===== config.mk =====
export PLATFORM = sky130hd
export DESIGN_NAME = keypad_operand_entry
export DESIGN_NICKNAME = d
export VERILOG_FILES = /design/src/rtl/keypad_operand_entry.sv
export SDC_FILE = /design/constraint.sdc
export NUM_CORES = 1
export LEC_CHECK = 0
export CAP_MARGIN = 20
export CELL_PAD_IN_SITES_DETAIL_PLACEMENT = 1
export CELL_PAD_IN_SITES_GLOBAL_PLACEMENT = 2
export CORE_UTILIZATION = 29
export DETAILED_ROUTE_END_ITERATION = 6
export HOLD_SLACK_MARGIN = 0.12
export PLACE_DENSITY = 0.82
export SKIP_CTS_REPAIR_TIMING = 1
export SYNTH_ARGS = -nofsm -noshare
export SYNTH_HDL_FRONTEND = slang
export SYNTH_SLANG_ARGS = --single-unit

===== constraint.sdc =====
create_clock -name clk -period 2.5 [get_ports clk]
set_input_delay 0.5 -clock clk [delete_from_list [all_inputs] [get_ports clk]]
set_output_delay 0.5 -clock clk [all_outputs]
set_load 0.01 [all_outputs]

===== src/rtl/keypad_operand_entry.sv =====
// Keypad operand-entry engine: assembles decimal key presses into NUM_OPS signed operands
// and hands them over on a valid/ready handshake. Optional backspace editing: KEYPAD_BACKSPACE_EN.
module keypad_operand_entry #(
  parameter int NUM_OPS    = 2,
  parameter int MAG_W      = 7,
  parameter int MAX_DIGITS = 3,
  localparam int OP_W      = MAG_W + 1,
  localparam int IDX_W     = $clog2(NUM_OPS) + 1
) (
  input  logic                    clk,
  input  logic                    rst,
  input  logic                    key_valid,
  input  logic [3:0]              key_code,
  input  logic                    ops_ready,
  output logic [NUM_OPS*OP_W-1:0] ops_o,
  output logic                    ops_valid,
  output logic [IDX_W-1:0]        op_idx_o,
  output logic [3:0]              digit_cnt_o,
  output logic [MAG_W-1:0]        entry_mag_o,
  output logic                    sign_o,
  output logic                    ovf_o
);

  localparam int WIDE = MAG_W + 4;
  localparam logic [3:0] KEY_ENTER = 4'hA;
  localparam logic [3:0] KEY_CLEAR = 4'hC;
  localparam logic [3:0] KEY_SIGN  = 4'hD;

  typedef enum logic {ENTRY, DONE} state_t;

  state_t          state;
  logic [OP_W-1:0] slots [NUM_OPS];
  logic [WIDE-1:0] next_mag;
  logic [OP_W-1:0] enter_val;

  for (genvar k = 0; k < NUM_OPS; k++) begin : g_pack
    assign ops_o[k*OP_W +: OP_W] = slots[k];
  end

  // Wide enough that mag*10+9 never wraps, so the range check is exact.
  assign next_mag  = WIDE'(entry_mag_o) * WIDE'(10) + WIDE'(key_code);
  assign enter_val = sign_o ? -{1'b0, entry_mag_o} : {1'b0, entry_mag_o};

`ifdef KEYPAD_BACKSPACE_EN
  logic [OP_W-1:0]  prev_val;
  logic [MAG_W-1:0] prev_mag;

  function automatic logic [3:0] dec_digits(input logic [MAG_W-1:0] v);
    logic [3:0]      n;
    longint unsigned p;
    n = 4'd0;
    p = 1;
    for (int i = 0; i < 10; i++) begin
      if (64'(v) >= p) n = 4'(i + 1);
      p = p * 10;
    end
    return n;
  endfunction

  always_comb begin
    prev_val = '0;
    for (int k = 0; k < NUM_OPS - 1; k++)
      if (op_idx_o == IDX_W'(k + 1)) prev_val = slots[k];
    prev_mag = MAG_W'(prev_val[OP_W-1] ? -prev_val : prev_val);
  end
`endif

  always_ff @(posedge clk) begin
    if (rst) begin
      state       <= ENTRY;
      op_idx_o    <= '0;
      digit_cnt_o <= '0;
      entry_mag_o <= '0;
      sign_o      <= 1'b0;
      ops_valid   <= 1'b0;
      ovf_o       <= 1'b0;
      for (int k = 0; k < NUM_OPS; k++) slots[k] <= '0;
    end else begin
      ovf_o <= 1'b0;
      case (state)
        ENTRY: begin
          if (key_valid) begin
            if (key_code <= 4'd9) begin
              if (digit_cnt_o == 4'(MAX_DIGITS) || next_mag > WIDE'((1 << MAG_W) - 1)) begin
                ovf_o <= 1'b1;
              end else begin
                entry_mag_o <= next_mag[MAG_W-1:0];
                digit_cnt_o <= digit_cnt_o + 4'd1;
              end
            end else begin
              case (key_code)
                KEY_SIGN: sign_o <= ~sign_o;
                KEY_ENTER: begin
                  for (int k = 0; k < NUM_OPS; k++)
                    if (op_idx_o == IDX_W'(k)) slots[k] <= enter_val;
                  entry_mag_o <= '0;
                  digit_cnt_o <= '0;
                  sign_o      <= 1'b0;
                  if (op_idx_o == IDX_W'(NUM_OPS - 1)) begin
                    state     <= DONE;
                    ops_valid <= 1'b1;
                  end else begin
                    op_idx_o <= op_idx_o + IDX_W'(1);
                  end
                end
                KEY_CLEAR: begin
                  entry_mag_o <= '0;
                  digit_cnt_o <= '0;
                  sign_o      <= 1'b0;
                  op_idx_o    <= '0;
                  for (int k = 0; k < NUM_OPS; k++) slots[k] <= '0;
                end
`ifdef KEYPAD_BACKSPACE_EN
                4'hB: begin
                  if (digit_cnt_o != 4'd0) begin
                    entry_mag_o <= MAG_W'(WIDE'(entry_mag_o) / WIDE'(10));
                    digit_cnt_o <= digit_cnt_o - 4'd1;
                  end else if (op_idx_o != '0) begin
                    // Step back into the previous operand and reopen it for editing.
                    op_idx_o    <= op_idx_o - IDX_W'(1);
                    entry_mag_o <= prev_mag;
                    sign_o      <= prev_val[OP_W-1];
                    digit_cnt_o <= dec_digits(prev_mag);
                    for (int k = 0; k < NUM_OPS - 1; k++)
                      if (op_idx_o == IDX_W'(k + 1)) slots[k] <= '0;
                  end
                end
`endif
                default: ;
              endcase
            end
          end
        end
        DONE: begin
          // A transfer takes priority over any key arriving on the same edge.
          if (ops_valid && ops_ready) begin
            state     <= ENTRY;
            ops_valid <= 1'b0;
            op_idx_o  <= '0;
          end else if (key_valid && key_code == KEY_CLEAR) begin
            state     <= ENTRY;
            ops_valid <= 1'b0;
            op_idx_o  <= '0;
            for (int k = 0; k < NUM_OPS; k++) slots[k] <= '0;
          end
        end
        default: state <= ENTRY;
      endcase
    end
  end

endmodule

# Word-level counts from Yosys, hierarchy flattened
# Memory sizes are Yosys's and may differ from the RTL's.
# Index checks and enable logic that the tools add are counted.
[totals]
memories = 1
word_cells = 109
ram_bits = 16
register_bits = 17
output_inout_bits = 32
[mem_list]
columns = ["memory", "depth", "width", "read_ports", "rd_ports_with_merged_regs", "write_ports", "line", "source"]
rows = [
  ["slots", 2, 8, 2, 0, 2, "32", "logic [OP_W-1:0] slots [NUM_OPS];"],
]
[op_classes]
reduce_logical = 12
n_lt_le_gt_ge = 2
eq_ne = 13
n_bitwise = 10
mul = 1
add_sub_neg = 4
muxes = 59
[ops]
columns = ["operator", "n"]
rows = [
  ["$mux W8", 7],
  ["$mux W1", 36],
  ["$mux W7", 3],
  ["$eq A4 B4 Y1 const B", 3],
  ["$mux W4", 3],
  ["$add A11 B4 Y11", 1],
  ["$gt A11 B7 Y1 const B", 1],
  ["$mul A7 B3 Y10 const B", 1],
  ["$mux W2", 5],
  ["$reduce_and A5 Y1", 2],
  ["$ne A2 B2 Y1 const B", 4],
  ["$neg A7 Y8", 1],
  ["$pmux W2 S2", 2],
  ["$reduce_and A4 Y1", 2],
  ["$or A1 B1 Y1", 6],
  ["$pmux W1 S2", 3],
  ["$add A4 B1 Y4 const B", 1],
  ["$eq A4 B2 Y1 const B", 1],
  ["$le A4 B4 Y1 const B", 1],
  ["$not A1 Y1", 4],
  ["$reduce_bool A2 Y1", 2],
  ["$reduce_or A4 Y1", 1],
  ["$ne A3 B1 Y1 const B", 1],
  ["$ne A3 B2 Y1 const B", 1],
  ["other kinds (8)", 9],
]

# Longest topological paths before layout
# Gate-level depths: netlist (run 1).
[logic_depth]
depth_word = 11
ltp_mapped = 10
mapped_depth_nobuf = 9

# Worst setup path after synthesis (run 1)
# No wires, ideal clock.
[synth_path]
path_type = "register -> register"
startpoint = "register entry_mag_o[1]"
endpoint = "register digit_cnt_o[0]"
t_arrival_ns = 2.675
t_required_ns = 2.379
setup_time_ns = 0.121
n_path_buf = 1
path_stages_with_launch = 11
setup_slack_ns = -0.296
period_less_slack_ns = 2.796
cell_sequence = "dfxtp_1 ha_1 ha_1 fa_1 and4_1 nand3_1 nor3_2 o211ai_2 and2_4 buf_6 mux2_4"
[synth_between]
elab_chain_len = 6
[synth_rtl]
columns = ["element", "line", "source"]
rows = [
  ["start, declared", "19", "output logic [MAG_W-1:0] entry_mag_o,"],
  ["start signal, assigned", "87", "entry_mag_o <= next_mag[MAG_W-1:0];"],
  ["$mul A7 B3 Y10", "41", "assign next_mag = WIDE'(entry_mag_o) * WIDE'(10) + WIDE'(key_code);"],
  ["$add A11 B4 Y11", "41", ""],
  ["$gt A11 B7 Y1", "84", "if (digit_cnt_o == 4'(MAX_DIGITS) || next_mag > WIDE'((1 << MAG_W) - 1)) begin"],
  ["$logic_or A1 B1 Y1", "84", ""],
  ["$ne A2 B2 Y1 (no line)", "--", ""],
  ["$reduce_and A4 Y1 (no line)", "--", ""],
  ["end signal, assigned", "88", "digit_cnt_o <= digit_cnt_o + 4'd1;"],
  ["end, declared", "18", "output logic [3:0] digit_cnt_o,"],
]
# No other way between the ends.
# A chain may end at the register's enable or synchronous reset.

# Worst setup path in the final report (run 1)
[layout_path]
startpoint = "register entry_mag_o[3]"
endpoint = "register digit_cnt_o[0]"
# Same word-level chain as after synthesis.

==> flow_summary.ini, run 1 <==
[placed_design]
dp_hpwl_um = 3900
placedCellCount = 320
pre_cts_slack_ns = -0.387
numPortBuffers = 39
dpl_cell_area_um2 = 2570
gp_congestion = 0.819

[global_route]
grt_start_max_net_pins = 12
antenna_found_initial = 0
grt_pass1_vias = 1648
grt_remaining_overflow = 0
track_usage_pct = 14.9
grt_first_pass_wirelength_um = 8160

[power_and_ir_drop]
finalPower_mw = 1.29
leakage_nw = 1.05
vdd_ir_drop_max_mv = 0.289
p_per_area_nw_per_um2 = 468

[cells_and_area]
final_common_cell = clkdlybuf4s50_1
instances_no_fill = 329
multiInputGateArea_um2 = 1160
syn2layout_area_growth_pct = 45.1
fin_area_um2 = 2760
regArea_um2 = 831
drive_above_1_share_pct = 23.4
diodes = 0
fill_cells = 720
fin_util_pct = 43.5
final_cell_mix = clkdlybuf4s50_1, buf_4, nand2_1, nor2_1, edfxtp_1
final_nets = 278

[worst_setup_path]
worstPathMaxFanout = 8
start_kind = flop
timing.rr.end = digit_cnt_o[0]
end_kind = flop
cp.required_ns = 2.67
reg2reg_depth = 9
r2r-start = entry_mag_o[3]
cp-endpoint = digit_cnt_o[0]
path_class = reg2reg
rrSetupSlack_ns = -0.05
arrival_ns = 2.71
crit_start = entry_mag_o[3]

[yosys]
synth_nets = 212
syn_area_per_cell_um2 = 10.3
yosysSeqAreaShare_pct = 43.1
syn_area_um2 = 1900
ys_seq_elements = 33
yosys.cell_types.count = 45
synth_ff_type = dfxtp_1
syn_inst = 185
synth_edf_count = 16
yosys_warnings = 0
async_flop_share_pct = 0

[clock_tree]
cts_tree = built
clock_path_buffers = 2
cts.sink_count = 33
cts.htree.levels = 2
clkLatencyLatePin_ns = 0.28
cts_buffers = 5
clock-root-buffer = clkbuf_8
clkTransAtPathRegs_ns = 0.06

[routing]
drc_errors = 0
detail_route.iter0.violations = 53
drt-total-wl_um = 4960
wl_per_cell_um = 15.1
firstDrtPassIters = 4
ant_nets = 0
num_vias = 1625
via_per_inst = 4.94

[timing]
setup_violations = 5
max_freq_ghz = 0.393
whs_ns = 0.527
final_hold_viol_count = 0
worst_pin_slew_ns = 0.433
period_minus_slack_ns = 2.55
rsz0062_at_grt = yes
period_share_pct = 102
fin_tns_setup_ns = -0.0783
relSlewSlack_pct = 71.1
drv_slew = 0
finalClockSkew_ns = 0.00953
fin_ws_ns = -0.0471

[floorplan]
die_w_um = 83.0
io_pins = 40
die_area_um2 = 6890
initial_core_util_pct = 30.0
die_h_um = 83.0
rows = 29
core_area_um2 = 6350

[min_path]
hold_class = reg2reg

[flow_run]
maxCapViolCount = 0

[run_status]
status = complete, but fails checks
failed_checks = negative setup slack
-- flip-flops by register name, indices dropped and copies added (netlist names) --
signal,flops
op_idx_o,2
sign_o,1
ovf_o,1
ops_valid,1
entry_mag_o,7
digit_cnt_o,4
slots,16
state,1
-- worst min-delay path by stage --
| stage | start | to | slack, ns | cells after the start |
|---|---|---|---|---|
| finish | entry_mag_o[4] | entry_mag_o[4] | 0.53 | 1 |
| global route | entry_mag_o[4] | entry_mag_o[4] | 0.56 | 1 |
| CTS | entry_mag_o[4] | entry_mag_o[4] | 0.53 | 1 |
| global placement | digit_cnt_o[3] | digit_cnt_o[3] | 0.50 | 2 |
| detailed placement | entry_mag_o[4] | entry_mag_o[4] | 0.51 | 1 |
| floorplan | state | ops_valid | 0.46 | 1 |
-- kinds of logic (layout without fill, tap and decap cells) --
logic type	after synthesis	after routing	share of synthesized area, %
and+or+nand+nor	59	59	15.5
AOI/OAI and AO/OA	48	48	18.5
DFF	33	33	43.1
adders and majority gates	19	19	13.3
buffers and inverters	12	79	2.76
xor gates and xnor gates	11	11	5.06
muxes	3	3	1.84
-- per-layer routing --
| layer | routed length, µm | part of all wire, % | global-route usage [%] |
|---|---|---|---|
| met3 | 153 | 3.1 | 2.98 |
| met2 | 2510 | 51 | 25.4 |
| met1 | 2240 | 45 | 19.0 |
| met5 | 0 | 0 | 0 |
| met4 | 60 | 1.2 | 4.23 |
-- synthesized netlist by cell type, types with 2 or more instances --
master,instances,area (µm²)
mux2i_1,2,20.0
a21oi_1,10,50.1
and3_1,2,12.5
nand3_1,4,20.0
fa_1,2,40.0
inv_1,10,37.5
nand2_1,16,60.1
ha_1,17,213
nand2b_1,2,12.5
and2_1,2,12.5
xor2_1,7,61.3
or3_1,3,18.8
xnor2_1,4,35.0
a211oi_2,2,25.0
edfxtp_1,16,480
a22o_1,7,61.3
nor3_2,2,20.0
nor2b_1,7,43.8
nor2_1,16,60.1
o21ai_0,8,40.0
dfxtp_1,17,340
o31ai_1,5,37.5
nor3_1,2,10.0
-- layout make-up --
class                   count  area share (%)
clock buffers               6            2.63
clock inverters             2           0.362
inverters                  10            1.36
multi-input cells         140            42.0
flip-flops and latches     33            30.1
well taps                  77            3.49
repair buffers             61            20.1
-- power by group --
group          internal [mW]  switching (mW)
combinational          0.156           0.151
clock                  0.193           0.189
sequential             0.588          0.0165
total                  0.937           0.356
-- critical path, stage by stage, from the launching register on --
cell,delay (ns)
dfxtp_4,0.36
ha_4,0.24
ha_4,0.16
fa_2,0.56
and4_4,0.24
nand3_4,0.08
nor3_4,0.18
o211ai_4,0.16
and2_4,0.21
mux2_4,0.25
Note: power is estimated with default switching activity, not from simulation.
==> run 2: changes to the inputs <==
CORE_ASPECT_RATIO = 1.2   (was unset)
GPL_ROUTABILITY_DRIVEN = 0   (was unset)
==> run 2 against run 1 <==
Effect of this change: the run still ends with negative setup slack left; global-route usage up 1.8 points; clock skew down 0.0037 ns; fmax down 0.93%; sequential share of layout area down 0.36 points; non-clock buffer count up 2; via count up 3.2%; die area about the same; sequential cell count unchanged; cell count up 2.1%; register-to-register slack worse by 0.02 ns; setup slack worse by 0.024 ns; highest routed layer unchanged.
==> flow_summary.ini, run 2 (synthesis results as in run 1) <==
[run_status]
status = complete, but fails checks
failed_checks = negative setup slack

[floorplan]
die_h_um = 90.7
initial_core_util_pct = 30.9
rows = 31
die_w_um = 76.0
io_pins = 40
core_area_um2 = 6170
die_area_um2 = 6890

[cells_and_area]
fill_cells = 673
fin_area_um2 = 2800
final_cell_mix = clkdlybuf4s50_1, buf_4, nor2_1, edfxtp_1, nand2_1
syn2layout_area_growth_pct = 46.9
instances_no_fill = 336
final_nets = 280
fin_util_pct = 45.3
drive_above_1_share_pct = 23.6
largest-register = slots
largest_reg_flops = 16
reg_top3 = slots (16), entry_mag_o (7), digit_cnt_o (4)
final_common_cell = clkdlybuf4s50_1
diodes = 0

[worst_setup_path]
path_buf_inv = 1
end_kind = flop
path_class = reg2reg
rrSetupSlack_ns = -0.07
cp_common_cell = ha_4
path_delay_family = adder cells
r2r-start = entry_mag_o[1]
crit_start = entry_mag_o[1]
arrival_ns = 2.74
start_kind = flop
worstPathMaxFanout = 8
cp-endpoint = digit_cnt_o[0]
path_cells = ha_4 > ha_4 > fa_2 > buf_4 > xor2_2 > nand3_4 > nor3_4 > o211ai_4 > and2_4 > mux2_4
reg2reg_depth = 10
timing.rr.end = digit_cnt_o[0]
cp.required_ns = 2.67
cp_slowest_stage_delay_ns = 0.37
slowest_stage = fa_2
crit_cells = 10

[timing]
fin_ws_ns = -0.0710
setup_violations = 9
rsz0062_at_grt = yes
relSlewSlack_pct = 73.7
max_freq_ghz = 0.389
period_minus_slack_ns = 2.57
drv_slew = 0
fin_tns_setup_ns = -0.259
whs_ns = 0.537
period_share_pct = 103
finalClockSkew_ns = 0.00585
worst_pin_slew_ns = 0.394
final_hold_viol_count = 0

[global_route]
antenna_found_initial = 0
grt_first_pass_wirelength_um = 8910
grt_pass1_vias = 1842
grt_remaining_overflow = 0
track_usage_pct = 16.6
grt_start_max_net_pins = 12

[placed_design]
pre_cts_slack_ns = -0.430
dpl_cell_area_um2 = 2570
placedCellCount = 324
numPortBuffers = 39
dp_hpwl_um = 4360

[clock_tree]
cts.sink_count = 33
cts_tree = built
clock-root-buffer = clkbuf_8
clock_path_buffers = 2
clkTransAtPathRegs_ns = 0.07
cts_buffers = 5
clkLatencyLatePin_ns = 0.28
cts.htree.levels = 2

[routing]
firstDrtPassIters = 4
wl_per_cell_um = 16.5
ant_nets = 0
drc_errors = 0
detail_route.iter0.violations = 67
via_per_inst = 4.99
num_vias = 1677
drt-total-wl_um = 5530

[power_and_ir_drop]
finalPower_mw = 1.32
vdd_ir_drop_max_mv = 0.181
p_per_area_nw_per_um2 = 474
leakage_nw = 1.07

[flow_run]
maxCapViolCount = 0

[min_path]
hold_class = reg2reg
run 2: worst min-delay path by stage:
stage | endpoint | start | slack, ns | cells past startpoint
6_report | entry_mag_o[3] | entry_mag_o[3] | 0.54 | 1
5_1_grt | entry_mag_o[3] | entry_mag_o[3] | 0.55 | 1
3_3_place_gp | ops_valid | state | 0.52 | 1
2_1_floorplan | ops_valid | state | 0.46 | 1
3_5_place_dp | digit_cnt_o[2] | digit_cnt_o[2] | 0.53 | 2
4_1_cts | digit_cnt_o[2] | digit_cnt_o[2] | 0.54 | 2
run 2: power breakdown:
part | switching (mW) | total (mW) | internal (mW) | leakage (nW)
Sequential | 0.0182 | 0.606 | 0.588 | 0.306
Combinational | 0.153 | 0.307 | 0.155 | 0.717
Clock | 0.192 | 0.410 | 0.218 | 0.0486
run 2: layer usage:
metal	share of wire, %	vias up	GRT usage, %
li1	-	809	-
met5	0	-	0
met1	39	824	16.8
met2	57	35	33.3
met3	2.1	9	2.53
met4	1.8	0	6.89
run 2: area by class of cell:
cell class / count / area [µm²] / share of cell area, %
sequential: 33 / 831 / 29.7
inverter: 10 / 37.5 / 1.34
clock buffer: 6 / 82.6 / 2.95
clock inverter: 2 / 8.76 / 0.313
timing repair buffer: 63 / 571 / 20.4
multi-input combinational: 140 / 1160 / 41.6
tap: 82 / 103 / 3.67
==> run 3: changes to the inputs <==
CORE_UTILIZATION = 34   (was 29)
PLACE_DENSITY = 0.9   (was 0.82)
clock period = 3.2 ns   (was 2.5 ns; I/O delays follow)
==> run 3 against run 2 <==
Effect of this change: the run now ends clean; utilization is 1.9 points higher; clock power is 14% higher; sequential share of layout area is 2.8 points higher; clock skew fell by 0.0034 ns; final area fell by 9.8%; global-route usage increased by 0.26 points; non-clock buffer count fell by 20; critical path type is now in2reg; first-iteration DRC count is 6.0% higher; setup slack improved by 0.48 ns; critical path depth is 1 lower.
==> flow_summary.ini, run 3 (synthesis results as in run 1) <==
[power_and_ir_drop]
p_per_area_nw_per_um2 = 448
finalPower_mw = 1.13
leakage_nw = 0.995
vdd_ir_drop_max_mv = 0.193

[worst_setup_path]
end_kind = flop
worstPathMaxFanout = 8
cp.required_ns = 3.38
start_kind = primary input
path_class = in2reg
arrival_ns = 2.97

[run_status]
status = finished, final reports clean

[placed_design]
dp_hpwl_um = 3690
pre_cts_slack_ns = 0.102
numPortBuffers = 39
placedCellCount = 288

[cells_and_area]
final_cell_mix = clkdlybuf4s50_1, ha_1, dfxtp_1
reg_top3 = slots (16), entry_mag_o (7), digit_cnt_o (4)
syn2layout_area_growth_pct = 32.4
diodes = 0
drive_above_1_share_pct = 8.97
instances_no_fill = 296
final_common_cell = clkdlybuf4s50_1
final_nets = 260
largest_reg_flops = 16
largest-register = slots

[routing]
detail_route.iter0.violations = 71
drt-total-wl_um = 4510
num_vias = 1562
drc_errors = 0
via_per_inst = 5.28
wl_per_cell_um = 15.3
firstDrtPassIters = 4
ant_nets = 0

[timing]
worst_pin_slew_ns = 0.613
period_share_pct = 87.1
finalClockSkew_ns = 0.00242
fin_tns_setup_ns = 0
final_hold_viol_count = 0
setup_violations = 0
fin_ws_ns = 0.412
rsz0062_at_grt = no
period_minus_slack_ns = 2.79
drv_slew = 0
relSlewSlack_pct = 59.0
max_freq_ghz = 0.359

[clock_tree]
cts.htree.levels = 2
cts.sink_count = 33
clock_path_buffers = 2
clkLatencyLatePin_ns = 0.29
clkTransAtPathRegs_ns = 0.07
cts_buffers = 5
clock-root-buffer = clkbuf_8
cts_tree = built

[global_route]
grt_pass1_vias = 1639
grt_start_max_net_pins = 12
track_usage_pct = 16.9
grt_first_pass_wirelength_um = 7770
antenna_found_initial = 0
grt_remaining_overflow = 0

[floorplan]
core_area_um2 = 5330
initial_core_util_pct = 35.7
die_w_um = 70.3
rows = 29
io_pins = 40
die_area_um2 = 5900
die_h_um = 84.0

[flow_run]
maxCapViolCount = 0

[min_path]
hold_class = reg2reg
-- run 3: cell count changes in the layout (fill, tap and decap cells not counted), sizes merged --
cell / delta
clkbuf: -1
buf: -20
clkinv: -1
bufinv: +2
-- run 3: per-stage QoR --
stage | hold slack [ns] | cell area [µm²] | utilization [%]
global placement | 0.498 | 2390 | 44.7
global route | 0.551 | 2520 | 47.2
floorplan | 0.462 | 1900 | -
CTS | 0.531 | 2520 | 47.2
detailed placement | 0.517 | 2390 | 44.7
finish | 0.524 | 2520 | 47.2
-- run 3: area by class of cell --
cell class / instances / area [µm²]
fillers: 612 / 2810
multi-input cells: 140 / 1030
flip-flops and latches: 33 / 821
repair buffers: 43 / 420
well taps: 62 / 77.6
clock buffers: 5 / 68.8
clock inverters: 3 / 65.1
inverters: 10 / 37.5
-- run 3: worst paths after layout --
kind                  start  slack (ns)  cells past startpoint        endpoint
max             key_code[1]        0.41                      9  digit_cnt_o[0]
min          digit_cnt_o[3]        0.52                      2  digit_cnt_o[3]
max reg2reg  entry_mag_o[1]        0.45                      9  digit_cnt_o[0]
min reg2reg  digit_cnt_o[3]        0.52                      2  digit_cnt_o[3]
-- run 3: critical path: stages --
cell and delay (ns):
clkdlybuf4s50_1 0.45, ha_1 0.24, fa_1 0.43, and4_1 0.24
nand3_1 0.10, nor3_2 0.05, o211ai_2 0.34, a21boi_2 0.18
mux2_4 0.29
-- run 3: power breakdown --
group | total, mW | internal, mW | switching, mW | leakage, nW
Clock | 0.468 | 0.309 | 0.159 | 0.0681
Combinational | 0.189 | 0.0919 | 0.0972 | 0.623
Sequential | 0.473 | 0.459 | 0.0140 | 0.304
-- run 3: layer usage --
metal	global-route usage [%]	vias up	wire length, µm	share of wire, %
met5	0	-	0	0
met4	7.09	0	79	1.8
met3	3.26	7	141	3.1
met2	30.8	32	2390	53
met1	18.8	752	1900	42
li1	-	771	-	-
